**src/rtl/avmm_arbiter_2m.sv**
```systemverilog
// Two-master, one-slave Avalon-MM arbiter with round-robin grant.
// One transaction in flight at a time; reads hold the grant until data returns or time out.
module avmm_arbiter_2m #(
    parameter int                ADDR_W       = 32,
    parameter int                DATA_W       = 32,
    parameter int                RD_TIMEOUT   = 1024,
    parameter logic [DATA_W-1:0] TIMEOUT_DATA = 32'hDEAD_BEEF
) (
    input  logic                  clk,
    input  logic                  rst_n,
    input  logic [ADDR_W-1:0]     m0_address,
    input  logic                  m0_read,
    input  logic                  m0_write,
    input  logic [DATA_W/8-1:0]   m0_byteenable,
    input  logic [DATA_W-1:0]     m0_writedata,
    output logic [DATA_W-1:0]     m0_readdata,
    output logic                  m0_readdatavalid,
    output logic                  m0_waitrequest,
    input  logic [ADDR_W-1:0]     m1_address,
    input  logic                  m1_read,
    input  logic                  m1_write,
    input  logic [DATA_W/8-1:0]   m1_byteenable,
    input  logic [DATA_W-1:0]     m1_writedata,
    output logic [DATA_W-1:0]     m1_readdata,
    output logic                  m1_readdatavalid,
    output logic                  m1_waitrequest,
    output logic [ADDR_W-1:0]     s_address,
    output logic                  s_read,
    output logic                  s_write,
    output logic [DATA_W/8-1:0]   s_byteenable,
    output logic [DATA_W-1:0]     s_writedata,
    input  logic [DATA_W-1:0]     s_readdata,
    input  logic                  s_readdatavalid,
    input  logic                  s_waitrequest,
    output logic                  timeout_err,
    input  logic                  err_clr
);
    localparam int CNT_W = $clog2(RD_TIMEOUT);
    localparam logic [CNT_W-1:0] CNT_MAX = CNT_W'(RD_TIMEOUT - 1);

    typedef enum logic [1:0] {
        IDLE    = 2'd0,
        CMD     = 2'd1,
        WAIT_RD = 2'd2
    } state_t;

    state_t           state, state_next;
    logic             gnt, gnt_next;     // 0 = m0, 1 = m1
    logic             prio, prio_next;   // master favoured when both request
    logic [CNT_W-1:0] cnt, cnt_next;
    logic             timeout_hit;

    logic              req0, req1;
    logic [ADDR_W-1:0] g_address;
    logic              g_read, g_write, g_req, g_wait;
    logic [DATA_W/8-1:0] g_byteenable;
    logic [DATA_W-1:0] g_writedata;
    logic              rsp_valid;
    logic [DATA_W-1:0] rsp_data;

    assign req0 = m0_read | m0_write;
    assign req1 = m1_read | m1_write;

    assign g_address    = gnt ? m1_address    : m0_address;
    assign g_read       = gnt ? m1_read       : m0_read;
    assign g_write      = gnt ? m1_write      : m0_write;
    assign g_byteenable = gnt ? m1_byteenable : m0_byteenable;
    assign g_writedata  = gnt ? m1_writedata  : m0_writedata;
    assign g_req        = g_read | g_write;

    always_comb begin
        state_next   = state;
        gnt_next     = gnt;
        prio_next    = prio;
        cnt_next     = cnt;
        timeout_hit  = 1'b0;
        rsp_valid    = 1'b0;
        rsp_data     = '0;
        g_wait       = 1'b1;
        s_address    = '0;
        s_read       = 1'b0;
        s_write      = 1'b0;
        s_byteenable = '0;
        s_writedata  = '0;
        case (state)
            IDLE: begin
                if (req0 || req1) begin
                    state_next = CMD;
                    gnt_next   = (req0 && req1) ? prio : req1;
                end
            end
            CMD: begin
                // A master that drops its request here gets no slave strobe.
                s_address    = g_address;
                s_read       = g_read;
                s_write      = g_write & ~g_read;
                s_byteenable = g_byteenable;
                s_writedata  = g_writedata;
                g_wait       = s_waitrequest;
                if (!g_req) begin
                    state_next = IDLE;
                end else if (!s_waitrequest) begin
                    if (g_read) begin
                        state_next = WAIT_RD;
                        cnt_next   = '0;
                    end else begin
                        state_next = IDLE;
                        prio_next  = !gnt;
                    end
                end
            end
            WAIT_RD: begin
                cnt_next = cnt + 1'b1;
                // Real data wins over a timeout landing in the same cycle.
                if (s_readdatavalid) begin
                    rsp_valid  = 1'b1;
                    rsp_data   = s_readdata;
                    state_next = IDLE;
                    prio_next  = !gnt;
                end else if (cnt == CNT_MAX) begin
                    rsp_valid   = 1'b1;
                    rsp_data    = TIMEOUT_DATA;
                    timeout_hit = 1'b1;
                    state_next  = IDLE;
                    prio_next   = !gnt;
                end
            end
            default: state_next = IDLE;
        endcase
    end

    assign m0_waitrequest   = gnt ? 1'b1 : g_wait;
    assign m1_waitrequest   = gnt ? g_wait : 1'b1;
    assign m0_readdatavalid = rsp_valid & ~gnt;
    assign m1_readdatavalid = rsp_valid & gnt;
    assign m0_readdata      = (rsp_valid && !gnt) ? rsp_data : '0;
    assign m1_readdata      = (rsp_valid && gnt) ? rsp_data : '0;

    always_ff @(posedge clk or negedge rst_n) begin
        if (!rst_n) begin
            state       <= IDLE;
            gnt         <= 1'b0;
            prio        <= 1'b0;
            cnt         <= '0;
            timeout_err <= 1'b0;
        end else begin
            state <= state_next;
            gnt   <= gnt_next;
            prio  <= prio_next;
            cnt   <= cnt_next;
            if (timeout_hit)
                timeout_err <= 1'b1;
            else if (err_clr)
                timeout_err <= 1'b0;
        end
    end

endmodule

```
**config.mk**
```make
export PLATFORM = sky130hd
export DESIGN_NAME = avmm_arbiter_2m
export DESIGN_NICKNAME = d
export VERILOG_FILES = /design/src/rtl/avmm_arbiter_2m.sv
export SDC_FILE = /design/constraint.sdc
export NUM_CORES = 1
export LEC_CHECK = 0
export CORE_AREA = 2 2 123 125
export CTS_BUF_LIST = sky130_fd_sc_hd__clkbuf_8
export CTS_CLUSTER_DIAMETER = 30
export CTS_CLUSTER_SIZE = 25
export DETAILED_ROUTE_END_ITERATION = 7
export DIE_AREA = 0 0 125 127
export GPL_TIMING_DRIVEN = 1
export MAX_ROUTING_LAYER = met4
export PLACE_DENSITY_LB_ADDON = 0.08
export SETUP_SLACK_MARGIN = 0.5
export SKIP_LAST_GASP = 1
export SLEW_MARGIN = 20
export SYNTH_ARGS = -nofsm -noshare
export SYNTH_HDL_FRONTEND = slang
export SYNTH_SLANG_ARGS = --single-unit
```
**constraint.sdc**
```tcl
create_clock -name clk -period 1.85 [get_ports clk]
set_clock_uncertainty 0.05 [all_clocks]
set_input_delay 0.37 -clock clk [delete_from_list [all_inputs] [get_ports clk]]
set_output_delay 0.37 -clock clk [all_outputs]
set_load 0.03 [all_outputs]
```
# Word level (Yosys, flattened, before mapping)
# Cells that the tools add are included.
# word_totals
regBits	15
output_inout_bits	139
# classes
n_addsub	1
eq_ne	10
n_mux	43
bitwise	8
reduce_logical	12
# ops
cell	n
$mux 32	9
$mux 10	3
$mux 1	20
$pmux 10 s2	1
$mux 2	6
$add 10x1->10 const B	1
$eq 10x10->1 const B	1
$ne 2x2->1 const B	5
$mux 4	2
$ne 3x3->1 const B	2
$pmux 2 s3	1
$reduce_and 5->1	1
$reduce_and 4->1	1
$reduce_bool 2->1	2
$and 1x1->1	3
$logic_and 1x1->1	3
$or 1x1->1	3
$reduce_and 3->1	1
$eq 2x1->1 const B	1
$eq 2x2->1 const B	1
$logic_not 2->1	1
$not 1->1	2
$pmux 1 s2	1
$reduce_and 2->1	1
other kinds (2)	2

# Logic depth before layout (Yosys ltp)
# Gate-level depths: netlist of run 1.
# logic_depth
ltp_word	6
ltp_mapped	7

# Worst setup path before layout of run 1
# Ideal clock, no wire load.
# synth_path
path_type	reg-to-output
from	register state[0]
to	output port m0_readdata[26]
t_arrival_ns	1.782
path_slack_ns	-0.352
stages_incl_launch_ff	6
n_path_buf	1
path_cell_list	dfrtp_1 > or3b_4 > nor4_4 > buf_6 > a21oi_2 > nor2_1
# synth_via
elab_chain_len	4
word_cells_on_any_way	5
# synth_rtl
element	line	text
start: declaration	47	state_t state, state_next;
start signal: assignment	147	state <= state_next;
$eq 2x2->1 (*)	85	case (state)
$mux 1	85	
$logic_and 1x1->1	136	assign m0_readdata = (rsp_valid && !gnt) ? rsp_data : '0;
$mux 32 (*)	136	
end: declaration	16	output logic [DATA_W-1:0] m0_readdata,
# Every way passes the cells marked *; elsewhere a longest branch is shown, timed or not.

# Final worst setup path of run 1
# layout_path
from	register state[0]
to	output port m0_readdata[0]
# The elaborated chain is that of the path after synthesis.

==> summary.md, run 1 <==
| Metric | Value |
|---|---|
| Status | finished with violations |
| Failing checks | setup timing |
| Post-synth top area share | 0.288 |
| Slew Limit Fails | 0 |
| Gate Count Post-Synth | between 300 and 400 |
| Total design power | 0.0120 W |
| Vias/cell | 4.48 |
| Final count of hold timing violations | 0 |
| Final hold slack | 0.375 ns |
| Post-route minimum period | 2.37 ns |
| VDD IR max | around 0.00053 V |
| Syn nets | 530 |
| Worst slew pin tran | 0.371 ns |
| Setup crit end | m0_readdata[0] |
| 1st-iter DRT viols | 96 |
| Library cells used by synthesis | 40 |
| Setup total negative slack | -43.27 ns |
| Reg2reg end | cnt[5]$_DFFE_PN0P_ |
| Total track usage | 0.208 |
| RR Startpoint | gnt$_DFFE_PN0P_ |
| Sw frac | 0.456 |
| Vias | about 4200 |
| Routed WL per cell | 18.3 µm |
| Startpoint types | flop |
| Setup crit end kind | primary output |
| Max Fclk | 0.422 GHz |
| Antenna Cells | 0 |
| Worst Setup SP | state[0]$_DFFE_PN0P_ |
| Worst skew pair latency | 0.25 ns |
| Netlist Area Pre-Place | 2400 µm² |
| Dominant cell type by area after synthesis | mux2i_1 |
| Residual DRC | 0 |
| Period utilisation layout | 1.28 |
| I/O Buffers | ~320 |
| Share of cells above drive strength 1 | 0.657 |
| NetSw | 0.00549 W |
| Setup slack after layout | -0.520 ns |
| Final #Nets | 939 |
| Final Non-Filler Cells | 944 |
| CTS tree | done |
| Die height | between 100 and 150 µm |
| Leak Pwr | around 3.6 nW |
| Cell Pwr Density | 1290 nW/µm² |
| Die area | about 16000 µm² |
| Initial Utilization | 0.167 |
| Die Span X | 125 µm |
| Worst endpoint data arrival time | around 2.0 ns |
| Crit Path Max Fanout | 6 |
| H-tree depth | 1 |
| Row cnt | 44 |
| Placed cell count | 890 |
| First-pass GRT wire length | around 26000 µm |
| Min-delay worst type | input port to asynchronous set/reset pin |
| Pre-Repair DR Iteration Count | 4 |
| Share of total power in combinational logic | 0.937 |
| Max Cap Viol | 0 |
| Final wirelength | 17300 µm |
| Clk network pwr share | 0.022 |
| Inserted Clock Buffers | 3 |
| Cell Area, Placed | 7370 µm² |
| Final Wtd Congestion | 0.815 |
| Worst R2R Path Depth | 8 |
| Seq pwr share | 0.040 |
| Number of buffers inserted by hold repair at cts | 0 |
| Initial antenna violation count | 0 |
| RSZ-0062 raised after global routing | yes |
| Syn avg cell area | around 6.8 µm² |
| Clock tree sinks | 15 |
| Antenna-violating nets left | 0 |
| Power Internal | 0.00655 W |
| Vias in the first global route | 4440 |
| Io pins | 316 |
| YS warnings | 0 |
| Post-DP HPWL | approximately 13000 µm |
| Clock buffer depth | 2 |
| Clock slew at reported path FFs | 0.06 ns |
| R2R Setup Slk | -0.15 ns |
| Largest net degree at the start of global routing | 16 |
| Core area | 14400 µm² |
| Final setup fails | 146 |
| Root buf cell | clkbuf_8 |
| Largest cells by area after synthesis | mux2i_1, nor2_1, dfrtp_1, and3_1, a21oi_1 |
| Slew HR | 0.752 |
| WP data required | 1.43 ns |
| FF+latch count, synth | 15 |
| Fin area | 9350 µm² |
| Area growth, synth to finish | 289% |
| Register area share after synthesis | 0.156 |
| Grt total ovfl | 0 |
| WS Path Type | flop to primary output |
==> what timing repair did <==
action	in CTS	in global routing
pin swaps	57	35
gates resized for setup	238	59
gates cloned	14	1
setup endpoints to repair	152	154
buffers inserted	28	7
==> Yosys cell counts <==
cell type / instances
nand4_1: 1
o21ai_0: 6
nor2_1: 126
a32oi_1: 1
xnor2_1: 2
buf_6: 2
nand2_1: 11
o31a_1: 1
mux2i_1: 69
dfrtp_1: 15
o21a_1: 1
buf_2: 10
nand3b_1: 1
or4_1: 1
ha_1: 1
nand3_1: 4
a21oi_2: 9
nand4_2: 1
or3b_4: 1
a21o_1: 2
nor4_4: 1
nand4b_1: 1
nor2b_1: 2
o221ai_1: 2
nor3_2: 1
o211ai_1: 3
a21oi_1: 17
nor3_1: 4
nor4_1: 1
clkbuf_1: 16
o311ai_0: 2
o31ai_1: 1
nand2b_1: 3
a211oi_1: 1
or3_1: 6
buf_4: 2
and2_1: 1
and3_1: 16
inv_1: 6
xor2_1: 1
==> metal layers <==
metal | wire (µm) | track usage | vias up
li1 | - | - | 2044
met1 | 6390 | 0.228 | 2012
met2 | 9620 | 0.395 | 152
met3 | 770 | 0.0268 | 24
met4 | 495 | 0.0582 | 0
met5 | 0 | - | -
==> logic make-up (layout without fill, tap and decap cells) <==
| kind of cell | Yosys count | after routing | synth area share |
|---|---|---|---|
| XOR/XNOR | 3 | 3 | 0.0109 |
| AND/OR/NAND/NOR | 182 | 182 | 0.342 |
| multiplexers | 69 | 69 | 0.287 |
| AO/OA/AOI/OAI | 46 | 46 | 0.128 |
| flip-flops | 15 | 15 | 0.156 |
| buffers and inverters | 36 | 444 | 0.0708 |
| adder cells (fa/ha/maj) | 1 | 1 | 0.00521 |
==> final cells by class <==
type	count	area, µm²
clock inverter	1	5.00
tap	184	230
clock buffer	3	41.3
sequential	15	379
inverter	6	31.3
timing repair buffer	434	5100
fill	1147	5080
multi-input combinational	301	3560
==> cell usage in the layout (no fill, tap or decap), types with 3 or more instances in the layout <==
cell type	Yosys	routed
inv_1	6	4
o211ai_1	3	3
nor2_4	0	97
nor3_1	4	3
mux2i_1	69	15
o21ai_0	6	4
a21oi_4	0	14
clkdlybuf4s50_1	0	173
mux2i_2	0	16
clkbuf_8	0	3
mux2i_4	0	38
buf_16	0	13
buf_8	0	8
buf_4	2	57
or3_4	0	3
or3_1	6	3
nand2_1	11	11
buf_12	0	45
nor2_2	0	21
a21oi_2	9	12
nor2_1	126	8
and3_4	0	16
dfrtp_1	15	14
buf_6	2	133
==> through the flow <==
step	setup slack (ns)	util
after floorplan	-0.237	-
after global placement	-0.583	0.511
after detailed placement	-0.599	0.511
after CTS	-0.569	0.621
after global routing	-0.599	0.648
final	-0.520	0.648
==> worst min path at each step <==
stage	startpoint	endpoint	slack (ns)	depth (start not counted)
finish	rst_n	cnt[8]$_DFFE_PN0P_	0.38	2
global route	rst_n	cnt[8]$_DFFE_PN0P_	0.39	2
CTS	rst_n	cnt[3]$_DFFE_PN0P_	0.38	2
detailed placement	timeout_err$_DFFE_PN0P_	timeout_err$_DFFE_PN0P_	0.42	1
global placement	timeout_err$_DFFE_PN0P_	timeout_err$_DFFE_PN0P_	0.42	1
floorplan	rst_n	cnt[0]$_DFFE_PN0P_	0.02	0
==> flip-flops by register name, summed over array words and instances, names as in the netlist <==
name         flops
gnt              1
state            2
cnt             10
timeout_err      1
prio             1
==> power by group through the flow <==
stage / clock network [W] / logic (W) / registers, W
CTS: 0.000278 / 0.0109 / 0.000472
finish: 0.000271 / 0.0113 / 0.000482
global route: 0.000294 / 0.0117 / 0.000491
detailed placement: 0 / 0.00841 / 0.000485
global placement: 0 / 0.00835 / 0.000480
floorplan: 0 / 0.00521 / 0.000467
==> worst max-delay path: stages (launching register included) <==
cell and delay (ns):
dfrtp_1 0.42, or3b_4 0.42, nor4_4 0.15, buf_4 0.17, buf_6 0.10, buf_12 0.12
a21oi_2 0.05, nor2_1 0.10, buf_4 0.17
Note: power is estimated with default switching activity, not from simulation.
==> inputs of run 2 (changes only) <==
--- a/config.mk
+++ b/config.mk
@@ -5,15 +5,17 @@
 export SDC_FILE = /design/constraint.sdc
 export NUM_CORES = 1
 export LEC_CHECK = 0
-export CORE_AREA = 2 2 123 125
+export ABC_AREA = 1
+export CORE_AREA = 8 8 116 118
 export CTS_BUF_LIST = sky130_fd_sc_hd__clkbuf_8
 export CTS_CLUSTER_DIAMETER = 30
 export CTS_CLUSTER_SIZE = 25
 export DETAILED_ROUTE_END_ITERATION = 7
-export DIE_AREA = 0 0 125 127
+export DIE_AREA = 0 0 124 126
 export GPL_TIMING_DRIVEN = 1
 export MAX_ROUTING_LAYER = met4
 export PLACE_DENSITY_LB_ADDON = 0.08
+export REMOVE_ABC_BUFFERS = 1
 export SETUP_SLACK_MARGIN = 0.5
 export SKIP_LAST_GASP = 1
 export SLEW_MARGIN = 20
==> run 2 against run 1 <==
- the flow still finishes with violations (setup timing)
- die area shrank 1.6%
- worst hold slack barely moved
- total power is 3.3% lower
- sequential power is 14% higher
- final area is 9.4% lower
- largest cell class unchanged
==> summary.md, run 2 <==
| Metric | Value |
|---|---|
| Status | finished with violations (unchanged) |
| Failing checks | setup timing (unchanged) |
| Fillers | 842 (was 1147) |
| Die area | 15600 µm² (was 15900 µm²) |
| Most common cell after layout, fill and taps aside | clkdlybuf4s50_1 (unchanged) |
| Routed WL per cell | 21.3 µm (was 18.3 µm) |
| Post-synth top cells | nand2_1, nor2_1, a21oi_1 (was nor2_1, mux2i_1, a21oi_1) |
| Gate Count Post-Synth | 459 (was 352) |
| Root buf cell | clkbuf_8 (unchanged) |
| Vias in the first global route | 4699 (was 4440) |
| Crit-path leading delay family | buffers and inverters (was simple AND/OR/NAND/NOR gates) |
| Startpoint types | flop (unchanged) |
| FF+latch count, synth | 15 (unchanged) |
| Inserted Clock Buffers | 3 (unchanged) |
| Post-route minimum period | 2.27 ns (was 2.37 ns) |
| Setup crit end kind | primary output (unchanged) |
| Vias | 4846 (was 4232) |
| Area growth, synth to finish | 250% (was 289%) |
| Min-delay worst type | input port to asynchronous set/reset pin (unchanged) |
| Worst endpoint data arrival time | 1.85 ns (was 1.95 ns) |
| Max Fclk | 0.440 GHz (was 0.422 GHz) |
| Share of total power in combinational logic | 0.928 (was 0.937) |
| Largest register FFs | 10 (unchanged) |
| Number of buffers inserted by hold repair at cts | 0 (unchanged) |
| Slew Limit Fails | 0 (unchanged) |
| Largest cells by area after synthesis | nand2_1, dfrtp_1, a21oi_1, nor2_1, a21oi_2 (was mux2i_1, nor2_1, dfrtp_1, and3_1, a21oi_1) |
| Clock tree sinks | 15 (unchanged) |
| Final wirelength | 21300 µm (was 17300 µm) |
| Share of cells above drive strength 1 | 0.494 (was 0.657) |
| Biggest regs | cnt (10), state (2) (unchanged) |
| Core area | 11700 µm² (was 14400 µm²) |
| YS warnings | 0 (unchanged) |
| Final hold slack | 0.375 ns (about the same) |
| Slowest cell on crit path | dfrtp_1 (unchanged) |
| Seq pwr share | 0.047 (was 0.040) |
| WS Path Type | flop to primary output (unchanged) |
| Final setup fails | 139 (was 146) |
| H-tree depth | 1 (unchanged) |
| Total track usage | 0.233 (was 0.208) |
| Slew HR | 0.733 (was 0.752) |
| RSZ-0062 raised after global routing | yes (unchanged) |
| Worst R2R Path Depth | 13 (was 8) |
| Max Cap Viol | 0 (unchanged) |
| Asr flop ratio synth | 1.00 (unchanged) |
| Final count of hold timing violations | 0 (unchanged) |
| Clock buffer depth | 2 (unchanged) |
| Worst slew pin tran | 0.398 ns (was 0.371 ns) |
| Leak Pwr | 3.56 nW (was 3.58 nW) |
| Worst skew pair latency | 0.26 ns (was 0.25 ns) |
| Grt total ovfl | 0 (unchanged) |
| Row cnt | 40 (was 44) |
| Largest net degree at the start of global routing | 40 (was 16) |
| Vias/cell | 4.85 (was 4.48) |
| Max stage delay on crit path | 0.42 ns (about the same) |
| Final #Nets | 1031 (was 939) |
| Register area share after synthesis | 0.155 (was 0.156) |
| Post-DP HPWL | 13800 µm (was 12800 µm) |
| Cell repeated most along the worst path | nor2_4 (was buf_4) |
| 1st-iter DRT viols | 220 (was 96) |
| I/O Buffers | 315 (unchanged) |
| Dominant cell type by area after synthesis | nand2_1 (was mux2i_1) |
| Syn avg cell area | 5.27 µm² (was 6.82 µm²) |
| Netlist Area Pre-Place | 2420 µm² (was 2400 µm²) |
| Setup total negative slack | -46.21 ns (was -43.27 ns) |
| CTS tree | done (unchanged) |
| Top reg by flops | cnt (unchanged) |
| Cell Pwr Density | 1370 nW/µm² (was 1290 nW/µm²) |
| Main synth FF type | dfrtp_1 (unchanged) |
| Clock slew at reported path FFs | 0.08 ns (was 0.06 ns) |
| Crit path buffers/inverters | 6 (was 4) |
| Period utilisation layout | 1.23 (was 1.28) |
| Power Internal | 0.00584 W (was 0.00655 W) |
| Initial antenna violation count | 0 (unchanged) |
| CP Depth | 10 (was 8) |
| Post-synth top area share | 0.268 (was 0.288) |
| Library cells used by synthesis | 28 (was 40) |
| Clk network pwr share | 0.024 (was 0.022) |
| Io pins | 316 (unchanged) |
| NetSw | 0.00580 W (was 0.00549 W) |
| Final Wtd Congestion | 0.880 (was 0.815) |
| Worst path cell trace | inv_2 -> nor2_4 -> clkinv_4 -> nor2_4 -> buf_6 -> buf_12 -> buf_16 -> a21oi_2 -> nor2_1 -> buf_4 (was or3b_4 -> nor4_4 -> buf_4 -> buf_6 -> buf_12 -> a21oi_2 -> nor2_1 -> buf_4) |
| Sw frac | 0.498 (was 0.456) |
| Antenna Cells | 0 (unchanged) |
| First-pass GRT wire length | 27500 µm (was 25700 µm) |
| VDD IR max | 0.00107 V (was 0.000530 V) |
| Initial Utilization | 0.207 (was 0.167) |
| Residual DRC | 0 (unchanged) |
| Most frequent cells in the layout | clkdlybuf4s50_1, nand2_1, buf_6 (was clkdlybuf4s50_1, buf_6, nor2_4) |
| EDFF count, synth | 0 (unchanged) |
| Die height | 126 µm (was 127 µm) |
| Most frequent cell after synthesis | nand2_1 (was nor2_1) |
| WP data required | 1.43 ns (about the same) |
| Die Span X | 124 µm (was 125 µm) |
| Pre-Repair DR Iteration Count | 5 (was 4) |
| Antenna-violating nets left | 0 (unchanged) |
| Crit Path Max Fanout | 6 (unchanged) |
| Setup slack after layout | -0.425 ns (was -0.520 ns) |
[run 2: metal layers]
metal / track usage / routed length, µm
met1: 0.249 / 7520
met5: - / 0
met4: 0.0525 / 580
met3: 0.0362 / 1370
met2: 0.436 / 11800
[run 2: logic make-up (layout without fill, tap and decap cells)]
group,after synthesis,in the layout,share of synthesized area
adders and majority gates,1,1,0.00517
buffers and inverters,56,448,0.106
AOI/OAI and AO/OA,108,108,0.260
DFF,15,15,0.155
xor gates and xnor gates,4,4,0.0145
and+or+nand+nor,275,276,0.459
[run 2: final timing paths]
kind                                         start  slack [ns]                 endpoint
max                           state[1]$_DFFE_PN0P_       -0.42          m1_readdata[12]
min                                          rst_n        0.38       cnt[0]$_DFFE_PN0P_
max reg2reg                   state[0]$_DFFE_PN0P_       -0.06         prio$_DFFE_PN0P_
min reg2reg                timeout_err$_DFFE_PN0P_        0.48  timeout_err$_DFFE_PN0P_
max in group asynchronous                    rst_n        1.17          gnt$_DFFE_PN0P_
min in group clk           timeout_err$_DFFE_PN0P_        0.48  timeout_err$_DFFE_PN0P_
[run 2: metrics by stage]
step / power, W / worst slack [ns] / utilization / std cells / cell area (µm²)
CTS: 0.00889 / -0.432 / 0.601 / 967 / 7040
global placement: 0.00634 / -0.341 / 0.495 / 926 / 5800
floorplan: 0.00356 / -1.90 / - / 426 / 2260
global route: 0.0121 / -0.533 / 0.723 / 999 / 8470
finish: 0.0116 / -0.425 / 0.723 / 999 / 8470
detailed placement: 0.00637 / -0.382 / 0.495 / 926 / 5800
[run 2: worst reg2reg max path: stages (launching register included)]
cell,delay (ns)
dfrtp_1,0.41
buf_6,0.11
buf_6,0.09
inv_4,0.03
nor2_4,0.19
clkinv_8,0.13
clkbuf_16,0.19
buf_12,0.15
buf_6,0.12
nor2_4,0.07
nand3_1,0.09
nand2_1,0.07
nand3_1,0.07
nand2_1,0.08
[run 2: layout make-up]
class,count,area (µm²),area share
timing repair inverter,1,11.3,0.00133
multi-input combinational,389,2910,0.343
inverter,23,111,0.0131
clock buffer,3,41.3,0.00487
sequential,15,377,0.0445
clock inverter,1,5.00,0.000591
tap,147,184,0.0217
timing repair buffer,420,4830,0.571
[run 2: what timing repair did]
| item | 4_1_cts | 5_1_grt |
|---|---|---|
| cloned | 16 | 8 |
| pin swaps | 21 | 17 |
| setup endpoints to repair | 152 | 153 |
| buffers inserted | 21 | 24 |
| resized for setup | 148 | 239 |
[run 2: power groups by stage]
stage                     registers (W)  clock network, W  logic, W
final                          0.000549          0.000284    0.0108
after global routing           0.000568          0.000299    0.0112
after CTS                      0.000546          0.000287   0.00805
after detailed placement       0.000543                 0   0.00583
after global placement         0.000536                 0   0.00580
after floorplan                0.000667                 0   0.00290
==> inputs of run 3 (changes only) <==
--- a/config.mk
+++ b/config.mk
@@ -13,8 +13,10 @@
 export DETAILED_ROUTE_END_ITERATION = 7
 export DIE_AREA = 0 0 124 126
 export GPL_TIMING_DRIVEN = 1
+export HOLD_SLACK_MARGIN = 0.06
 export MAX_ROUTING_LAYER = met4
 export PLACE_DENSITY_LB_ADDON = 0.08
+export RECOVER_POWER = 25
 export REMOVE_ABC_BUFFERS = 1
 export SETUP_SLACK_MARGIN = 0.5
 export SKIP_LAST_GASP = 1
==> constraint.sdc (replaced) <==
create_clock -name clk -period 1.85 [get_ports clk]
set_clock_uncertainty 0.05 [all_clocks]
set_input_delay 0.37 -clock clk [delete_from_list [all_inputs] [get_ports clk]]
set_output_delay 0.37 -clock clk [all_outputs]
set_load 0.05 [all_outputs]
==> run 3 against run 2 <==
- the run still ends with setup timing left
- total power up 42%
- critical path depth unchanged
- non-clock buffer count up 19
- count of clock-buffer cells in the layout unchanged
- sequential share of layout area down 1.0 points
- clock power about the same
- final area up 29%
- combinational power up 44%
- utilization up 21 points
- sequential power up 10%
- global-route usage up 8.0 points
- critical path type unchanged
- critical endpoint unchanged
- largest cell class unchanged
- largest power group unchanged
==> summary.md, run 3 (synthesis gave the netlist of run 2 again) <==
| Metric | Value |
|---|---|
| Status | finished with violations (unchanged) |
| Failing checks | setup timing (unchanged) |
| Die area | 15600 µm² (unchanged) |
| Fillers | 335 (was 842) |
| Startpoint types | flop (unchanged) |
| RR Startpoint | state[0]$_DFFE_PN0P_ (unchanged) |
| Final #Nets | 1049 (was 1031) |
| Crit path buffers/inverters | 3 (was 6) |
| Max stage delay on crit path | 0.40 ns (was 0.42 ns) |
| Hold_sp | prio$_DFFE_PN0P_ |
| Clock slew at reported path FFs | 0.08 ns (about the same) |
| Crit Path Max Fanout | 6 (unchanged) |
| Crit-path leading delay family | simple AND/OR/NAND/NOR gates (was buffers and inverters) |
| Slew HR | 0.389 (was 0.733) |
| Reg2reg end | prio$_DFFE_PN0P_ (unchanged) |
| Worst path cell trace | ha_2 -> nand2_2 -> nor2_4 -> nand3b_4 -> nor2_4 -> buf_12 -> buf_16 -> a21oi_2 -> nor2_2 -> buf_12 (was inv_2 -> nor2_4 -> clkinv_4 -> nor2_4 -> buf_6 -> buf_12 -> buf_16 -> a21oi_2 -> nor2_1 -> buf_4) |
| WS Path Type | flop to primary output (unchanged) |
| Period utilisation layout | 1.40 (was 1.23) |
| Area growth, synth to finish | 352% (was 250%) |
| H-tree depth | 1 (unchanged) |
| Slowest cell on crit path | dfrtp_1 (unchanged) |
| Vias | 5882 (was 4846) |
| First-pass GRT wire length | 35700 µm (was 27500 µm) |
| Post-route minimum period | 2.59 ns (was 2.27 ns) |
| Vias in the first global route | 5660 (was 4699) |
| Min-delay worst type | flop to flop (was input port to asynchronous set/reset pin) |
| Pre-CTS setup slack | -0.404 ns (was -0.382 ns) |
| Row cnt | 40 (unchanged) |
| Worst skew pair latency | 0.26 ns (about the same) |
| Final Wtd Congestion | 0.869 (was 0.880) |
| Residual DRC | 0 (unchanged) |
| Worst R2R Path Depth | 11 (was 13) |
| Leak Pwr | 4.27 nW (was 3.56 nW) |
| Antenna-violating nets left | 0 (unchanged) |
| Final hold slack | 0.476 ns (was 0.375 ns) |
| Top reg by flops | cnt (unchanged) |
| Final count of hold timing violations | 0 (unchanged) |
| Max Fclk | 0.387 GHz (was 0.440 GHz) |
| Pre-Repair DR Iteration Count | 8 (was 5) |
| Initial Utilization | 0.207 (unchanged) |
| Post-DP HPWL | 15400 µm (was 13800 µm) |
| Setup crit end kind | primary output (unchanged) |
| Clock tree sinks | 15 (unchanged) |
| Initial antenna violation count | 5 (was 0) |
| Routed WL per cell | 34.5 µm (was 21.3 µm) |
| Total track usage | 0.313 (was 0.233) |
| Die height | 126 µm (unchanged) |
| Inserted Clock Buffers | 3 (unchanged) |
| Fin area | 10900 µm² (was 8470 µm²) |
| Final Non-Filler Cells | 1023 (was 999) |
| Max Cap Viol | 0 (unchanged) |
| Root buf cell | clkbuf_8 (unchanged) |
| Largest register FFs | 10 (unchanged) |
| Placed cell count | 924 (was 926) |
| Worst slew pin tran | 0.917 ns (was 0.398 ns) |
| Cell Pwr Density | 1510 nW/µm² (was 1370 nW/µm²) |
| Vias/cell | 5.75 (was 4.85) |
| Final setup fails | 140 (was 139) |
| Number of buffers inserted by hold repair at cts | 0 (unchanged) |
| Worst Hold Path EP | prio$_DFFE_PN0P_ |
| Most frequent cells in the layout | clkdlybuf4s50_1, buf_12, nand2_4 (was clkdlybuf4s50_1, nand2_1, buf_6) |
| Grt total ovfl | 0 (unchanged) |
| R2R Setup Slk | -0.15 ns (was -0.06 ns) |
| Setup slack after layout | -0.736 ns (was -0.425 ns) |
| 1st-iter DRT viols | 566 (was 220) |
| Core area | 11700 µm² (unchanged) |
| Final wirelength | 35300 µm (was 21300 µm) |
| VDD IR max | 0.00134 V (was 0.00107 V) |
| Hold Crit Depth | 2 |
| Die Span X | 124 µm (unchanged) |
| Slew Limit Fails | 0 (unchanged) |
| Cell Area, Placed | 7310 µm² (was 5800 µm²) |
| RSZ-0062 raised after global routing | yes (unchanged) |
| CTS tree | done (unchanged) |
| Most common cell after layout, fill and taps aside | clkdlybuf4s50_1 (unchanged) |
| I/O Buffers | 315 (unchanged) |
| Share of cells above drive strength 1 | 0.639 (was 0.494) |
| Biggest regs | cnt (10), state (2) (unchanged) |
| Worst endpoint data arrival time | 2.17 ns (was 1.85 ns) |
| Largest net degree at the start of global routing | 26 (was 40) |
| Clock buffer depth | 2 (unchanged) |
| WP data required | 1.43 ns (about the same) |
| Io pins | 316 (unchanged) |
run 3: cell count changes in the layout (fill, tap and decap cells not counted), moves of 32 or more:
cell | previous run | this run
buf_12 | 37 | 163
buf_4 | 90 | 35
buf_6 | 94 | 29
nand2_1 | 141 | 69
nand2_4 | 20 | 75
nor2_1 | 57 | 9
nor2_2 | 0 | 32
run 3: layout make-up:
| type | count | area (µm²) | area share |
|---|---|---|---|
| Multi-Input combinational cell | 389 | 3700 | 0.338 |
| Sequential cell | 15 | 377 | 0.0344 |
| Clock buffer | 3 | 41.3 | 0.00378 |
| Tap cell | 147 | 184 | 0.0168 |
| Antenna cell | 6 | 15.0 | 0.00137 |
| Timing Repair Buffer | 439 | 6520 | 0.596 |
| Clock inverter | 1 | 3.75 | 0.000343 |
| Inverter | 23 | 101 | 0.00927 |
run 3: worst max path at each step:
stage                       start              end  slack (ns)  depth (start not counted)
2_1_floorplan     gnt$_DFFE_PN0P_          s_write       -2.30                          4
6_report       cnt[0]$_DFFE_PN0P_  m1_readdata[12]       -0.74                         10
3_3_place_gp      s_readdatavalid   m1_readdata[7]       -0.41                          7
3_5_place_dp      s_readdatavalid   m1_readdata[7]       -0.40                          7
4_1_cts        cnt[0]$_DFFE_PN0P_  m1_readdata[11]       -0.50                         10
5_1_grt        cnt[5]$_DFFE_PN0P_  m1_readdata[12]       -0.79                          9
run 3: tightest hold or removal path, cell delays in order (launching register included):
cell     delay (ns)
dfrtp_1        0.37
nand2_1        0.06
nand2_1        0.06
run 3: what timing repair did:
item                       4_1_cts  5_1_grt
setup endpoints to repair      151      152
hold endpoints to repair         0        0
pin swaps                       67       64
gates resized for setup        379      158
buffers inserted                32       28
gates cloned                    20        9
run 3: per-layer routing:
layer | track usage | part of all wire | wire, µm
met5 | - | 0 | 0
met3 | 0.0836 | 0.079 | 2770
met2 | 0.563 | 0.52 | 18400
met1 | 0.304 | 0.31 | 10900
met4 | 0.146 | 0.089 | 3150
run 3: stage by stage:
step,total power (W),utilization,setup TNS [ns]
final,0.0165,0.934,-67.59
after global routing,0.0167,0.934,-72.95
after CTS,0.0137,0.836,-35.73
after detailed placement,0.00923,0.624,-25.37
after global placement,0.00915,0.624,-23.97
after floorplan,0.00463,-,-225.31
run 3: where the power goes:
group	switching [W]	total, W	internal (W)
Clock	0.000138	0.000286	0.000148
Combinational	0.00840	0.0156	0.00720
Sequential	0.000150	0.000605	0.000455
